## config.mk

```make
export PLATFORM = sky130hd
export DESIGN_NAME = hazard_stall_ctrl
export DESIGN_NICKNAME = d
export VERILOG_FILES = /design/src/rtl/hazard_stall_ctrl.sv
export SDC_FILE = /design/constraint.sdc
export NUM_CORES = 1
export LEC_CHECK = 0
export ABC_AREA = 1
export CAP_MARGIN = 40
export CORE_UTILIZATION = 35
export DETAILED_ROUTE_END_ITERATION = 16
export PLACE_DENSITY = 0.64
export SLEW_MARGIN = 20
export SYNTH_ARGS = -nofsm -noshare
export SYNTH_HDL_FRONTEND = slang
export SYNTH_SLANG_ARGS = --single-unit
```

## constraint.sdc

```tcl
create_clock -name clk -period 3.15 [get_ports clk]
set_input_delay 0.315 -clock clk [delete_from_list [all_inputs] [get_ports clk]]
set_output_delay 0.315 -clock clk [all_outputs]
set_load 0.005 [all_outputs]
```

## src/rtl/hazard_stall_ctrl.sv

```systemverilog
// rtl/hazard_stall_ctrl.sv - ID-stage hazard detector, stall sequencer and stall/flush event counters
//
// Purpose: detects operands the forwarding unit cannot yet supply to EX or to
// the ID-stage branch/jump comparator, and holds the front of the pipeline
// until they reach EX/MEM or MEM/WB. Counts stall and flush cycles.
//
// Ports:
//   clk, rst                  clock; asynchronous active-high reset
//   IF_ID_Rs, IF_ID_Rt        source register fields of the instruction in ID
//   UsesRt                    ID instruction reads rt
//   PCWriteCond, Jump         ID instruction is a branch / rs-reading jump
//   BranchTaken               comparator resolved a taken branch or jump
//   ID_EX_Rt, ID_EX_Rd        load / ALU destination of the instruction in EX
//   ID_EX_MemRead             EX instruction is a load
//   ID_EX_RegWrite            EX instruction writes the register file
//   EX_MEM_Rd, EX_MEM_MemRead destination and load flag of the MEM instruction
//   PCWrite, IF_ID_Write      front-end update enables
//   ID_EX_Bubble              zero the ID/EX control fields
//   IF_ID_Flush               clear IF/ID to a NOP
//   Stalling                  stall asserted this cycle
//   stall_cnt, flush_cnt      saturating event counters

module hazard_stall_ctrl #(
  parameter int CNT_W = 16
) (
  input  logic             clk,
  input  logic             rst,
  input  logic [4:0]       IF_ID_Rs,
  input  logic [4:0]       IF_ID_Rt,
  input  logic             UsesRt,
  input  logic [3:0]       PCWriteCond,
  input  logic [1:0]       Jump,
  input  logic             BranchTaken,
  input  logic [4:0]       ID_EX_Rt,
  input  logic [4:0]       ID_EX_Rd,
  input  logic             ID_EX_MemRead,
  input  logic             ID_EX_RegWrite,
  input  logic [4:0]       EX_MEM_Rd,
  input  logic             EX_MEM_MemRead,
  output logic             PCWrite,
  output logic             IF_ID_Write,
  output logic             ID_EX_Bubble,
  output logic             IF_ID_Flush,
  output logic             Stalling,
  output logic [CNT_W-1:0] stall_cnt,
  output logic [CNT_W-1:0] flush_cnt
);

  typedef enum logic {
    RUN   = 1'b0,
    HOLD1 = 1'b1
  } state_t;

  state_t state, state_nxt;

  logic ctrl;
  logic rd_rs;
  logic rd_rt;
  logic match_lu;
  logic match_ba;
  logic match_bl;
  logic lu;
  logic ba;
  logic bl;
  logic stall;
  logic flush;

  // Source-operand qualification. A pure jump (no branch condition) feeds
  // only rs to the comparator, so rt cannot create a hazard for it.
  always_comb begin
    ctrl  = (PCWriteCond != 4'd0) || (Jump != 2'd0);
    rd_rs = (IF_ID_Rs != 5'd0);
    rd_rt = UsesRt && (IF_ID_Rt != 5'd0) && !(ctrl && (PCWriteCond == 4'd0));
  end

  always_comb begin
    match_lu = (rd_rs && (ID_EX_Rt  == IF_ID_Rs)) || (rd_rt && (ID_EX_Rt  == IF_ID_Rt));
    match_ba = (rd_rs && (ID_EX_Rd  == IF_ID_Rs)) || (rd_rt && (ID_EX_Rd  == IF_ID_Rt));
    match_bl = (rd_rs && (EX_MEM_Rd == IF_ID_Rs)) || (rd_rt && (EX_MEM_Rd == IF_ID_Rt));
  end

  // Hazard terms:
  //   lu - load in EX feeding any consumer in ID
  //   ba - ALU result in EX feeding the ID comparator (no EX->ID forward path)
  //   bl - load in MEM feeding the ID comparator (data not yet in MEM/WB)
  always_comb begin
    lu = ID_EX_MemRead && (ID_EX_Rt != 5'd0) && match_lu;
    ba = ctrl && ID_EX_RegWrite && !ID_EX_MemRead && (ID_EX_Rd != 5'd0) && match_ba;
    bl = ctrl && EX_MEM_MemRead && (EX_MEM_Rd != 5'd0) && match_bl;
  end

  always_ff @(posedge clk or posedge rst) begin
    if (rst) begin
      state <= RUN;
    end else begin
      state <= state_nxt;
    end
  end

  // HOLD1 is the second bubble a load needs ahead of a branch; the hazard is
  // known to persist, so it is not re-evaluated there.
  always_comb begin
    stall     = 1'b0;
    state_nxt = RUN;
    if (!rst) begin
      case (state)
        RUN: begin
          stall     = lu || ba || bl;
          state_nxt = (lu && ctrl) ? HOLD1 : RUN;
        end
        HOLD1: begin
          stall     = 1'b1;
          state_nxt = RUN;
        end
        default: begin
          stall     = 1'b0;
          state_nxt = RUN;
        end
      endcase
    end
  end

  // A stalled IF/ID is never flushed; the branch resolves again later.
  always_comb begin
    flush        = !rst && BranchTaken && !stall;
    PCWrite      = !stall;
    IF_ID_Write  = !stall;
    ID_EX_Bubble = stall;
    Stalling     = stall;
    IF_ID_Flush  = flush;
  end

  always_ff @(posedge clk or posedge rst) begin
    if (rst) begin
      stall_cnt <= '0;
      flush_cnt <= '0;
    end else begin
      if (stall && (stall_cnt != {CNT_W{1'b1}})) begin
        stall_cnt <= stall_cnt + 1'b1;
      end
      if (flush && (flush_cnt != {CNT_W{1'b1}})) begin
        flush_cnt <= flush_cnt + 1'b1;
      end
    end
  end

endmodule

```

==> flow_summary.yaml <==
outcome:
  status: "complete, no violations"
clock_tree:
  cts.repair.resized: 0
  clock_path_buffers: 2
  clock_latency_ns: 0.29
  post_cts_buffers: 0
  cts_num_sinks: 33
  cts_tree: "yes"
  cts-htree-levels: 2
  cts_hold_buffers: 0
  cts_made_buffers: 5
  path_clk_slew_ns: 0.06
  root_buffer: "clkbuf_8"
setup_path:
  r2r_slack_ns: 0.94
  rr_startpoint: "flush_cnt[0]"
  crit_arrival_ns: 2.44
  critPathSlowestCell: "clkdlybuf4s50_1"
  worst_path_most_repeated_cell: "nor2_1"
  reg2reg_depth: 9
  startpoint_type: "input pin"
  crit_chain: "clkdlybuf4s50_1 > nor2_1 > nand2_1 > nor2_1 > nor2_1 > nand2_1 > nand2_2 > a21oi_4 > nand2_8 > nor3_1 > clkdlybuf4s50_1"
  crit_fanout: 18
  max_stage_delay_ns: 0.53
  cp.required_ns: 2.83
  cp-end-kind: "output pin"
  path_class: "input pin to output pin"
  timing.rr.end: "flush_cnt[3]"
power_and_ir_drop:
  powerDensity_nw_per_um2: 358
  vdd.ir_drop.worst_mv: 0.206
  leakagePower_nw: 1.75
  p_total_w: 0.00131
global_route:
  grt-busiest-layer: "met2"
  met3_usage_pct: 3.70
  grt_overflow_total: 0
  grtUsageMet1_pct: 25.3
  met2_usage_pct: 31.0
  grt_pass1_vias: 2692
  grt_pass1_wl_mm: 12.6
  grt_max_degree: 25
  antenna_found_initial: 0
  track_usage_pct: 18.6
synth:
  yosysTopAreaCell: "dfrtp_1"
  ys.warnings.count: 0
  ys_seq_elements: 33
  synthArstFlopShare_pct: 100
  yosys-top-cells-count: "144 x nand2_1, 42 x inv_1, 40 x nand4_1, 33 x dfrtp_1, 33 x nor2_1"
  syn_inst: 405
  synthesis.area_um2: 2750
  synth_top_area_share_pct: 30.0
  synth.distinct_cells: 31
  synth_top_flop_cell: "dfrtp_1"
  synth_fp_nets: 445
  synth-edff-count: 0
  synth_area_leaders: "dfrtp_1 30%, nand2_1 20%, nand4_1 9.1%"
  synth_seq_area_share_pct: 30.0
  yosysMostFrequentCell: "nand2_1"
  syn_area_per_cell_um2: 6.79
cells_and_area:
  area_delta_synth_final_pct: 33.4
  utilization_pct: 49.5
  multiInputGateArea_um2: 1650
  final_layout_size_suffix_gt1_share_pct: 6.05
  seqCellArea_um2: 826
  nets: 518
  fill_cells: 735
  n_antenna_cell: 0
sta:
  period_share_pct: 87.5
  setup_violations: 0
  relSlewSlack_pct: 68.5
  rsz0062_at_grt: "no"
  hold_viol_final: 0
  drv_slew: 0
  fin_tns_setup_ns: 0
  skew_ns: 0.00848
  fin_crit_ns: 2.76
  worst_slew_pin_slew_ns: 0.468
  fmax_ghz: 0.363
detailed_routing:
  wl_per_cell_um: 12.8
  dr.pass1.iters: 4
  vias: 2868
  drc_errors: 0
  routed_wl_mm: 7.40
  drtIter0Drc: 156
  vias_per_cell: 4.96
  ant_nets: 0
placement:
  routabilityCongestion: 0.878
  portBuffers: 74
  dp_hpwl_mm: 5.59
run:
  max_cap_violations: 0
floorplanning:
  fp.dieH_um: 90.6
  core-area_um2: 7410
  start_util_pct: 37.1
  dieArea_um2: 8220
  placementRows: 31
  top_level_ports: 75
  die_x_um: 90.6
hold_path:
  hold_path_class: "input pin to asynchronous set/reset pin"
## layout by cell type (no fill, tap or decap), types with 3 or more instances in the layout
cell / synthesis / routed
inv_2: 5 / 5
dfrtp_1: 33 / 33
nor4_1: 6 / 6
nor3_1: 10 / 10
nand4_1: 40 / 40
xor2_1: 22 / 22
clkdlybuf4s50_1: 0 / 74
buf_4: 5 / 4
nand3_1: 18 / 18
nand2_2: 3 / 3
nor2_1: 33 / 33
nand2_1: 144 / 144
xnor2_1: 19 / 19
clkbuf_8: 0 / 6
inv_1: 42 / 42
## per-stage QoR
stage | hold WS, ns | cells | setup slack, ns | area, um2
after floorplan | 0.442 | 405 | 1.32 | 2750
after global placement | 0.487 | 570 | 0.415 | 3550
after detailed placement | 0.504 | 570 | 0.384 | 3550
after CTS | 0.454 | 578 | 0.385 | 3670
after global routing | 0.467 | 578 | 0.220 | 3670
final | 0.457 | 578 | 0.395 | 3670
## area by class of cell
class                   count  area share (%)
clock buffers               7            2.35
clock inverters             1           0.819
inverters                  48            4.91
multi-input cells         312            45.0
flip-flops and latches     33            22.5
well taps                  99            3.38
repair buffers             78            21.0
## logic make-up (layout without fill, tap and decap cells)
family,count (synthesis),after routing,synth area share [%]
AO/OA/AOI/OAI,5,5,1.32
XOR/XNOR,41,41,13.1
adder cells (fa/ha/maj),2,2,0.910
buffers and inverters,60,134,9.92
flip-flops,33,33,30.0
AND/OR/NAND/NOR,264,264,44.8
## critical path, delay by kind of cell
| kind | cells | cell delay [ns] |
|---|---|---|
| AND/OR/NAND/NOR | 8 | 0.93 |
| buffers and inverters | 2 | 1.03 |
| AO/OA/AOI/OAI | 1 | 0.18 |
## report_power, final
group	internal, W	switching (W)
logic	0.000196	0.000173
clock network	0.000258	0.000163
registers	0.000465	0.0000586
total	0.000919	0.000394
## state kept, by name, indices dropped and copies added (netlist names)
register / count
flush_cnt: 16
state: 1
stall_cnt: 16
## how the worst max path moves through the flow
stage | startpoint | end | slack [ns] | cells after the start
CTS | IF_ID_Rs[0] | IF_ID_Flush | 0.38 | 11
global route | IF_ID_Rt[4] | IF_ID_Flush | 0.22 | 13
finish | IF_ID_Rs[0] | IF_ID_Flush | 0.39 | 11
floorplan | Jump[1] | PCWrite | 1.32 | 12
detailed placement | IF_ID_Rs[0] | IF_ID_Flush | 0.38 | 11
global placement | IF_ID_Rt[4] | IF_ID_Flush | 0.42 | 11
## metal layers
metal,wire length [um],vias to the layer above
met3,406,6
met1,3440,1339
met5,0,-
li1,-,1455
met4,39,0
met2,3510,68
No activity file was read; power rests on OpenSTA's default activity.
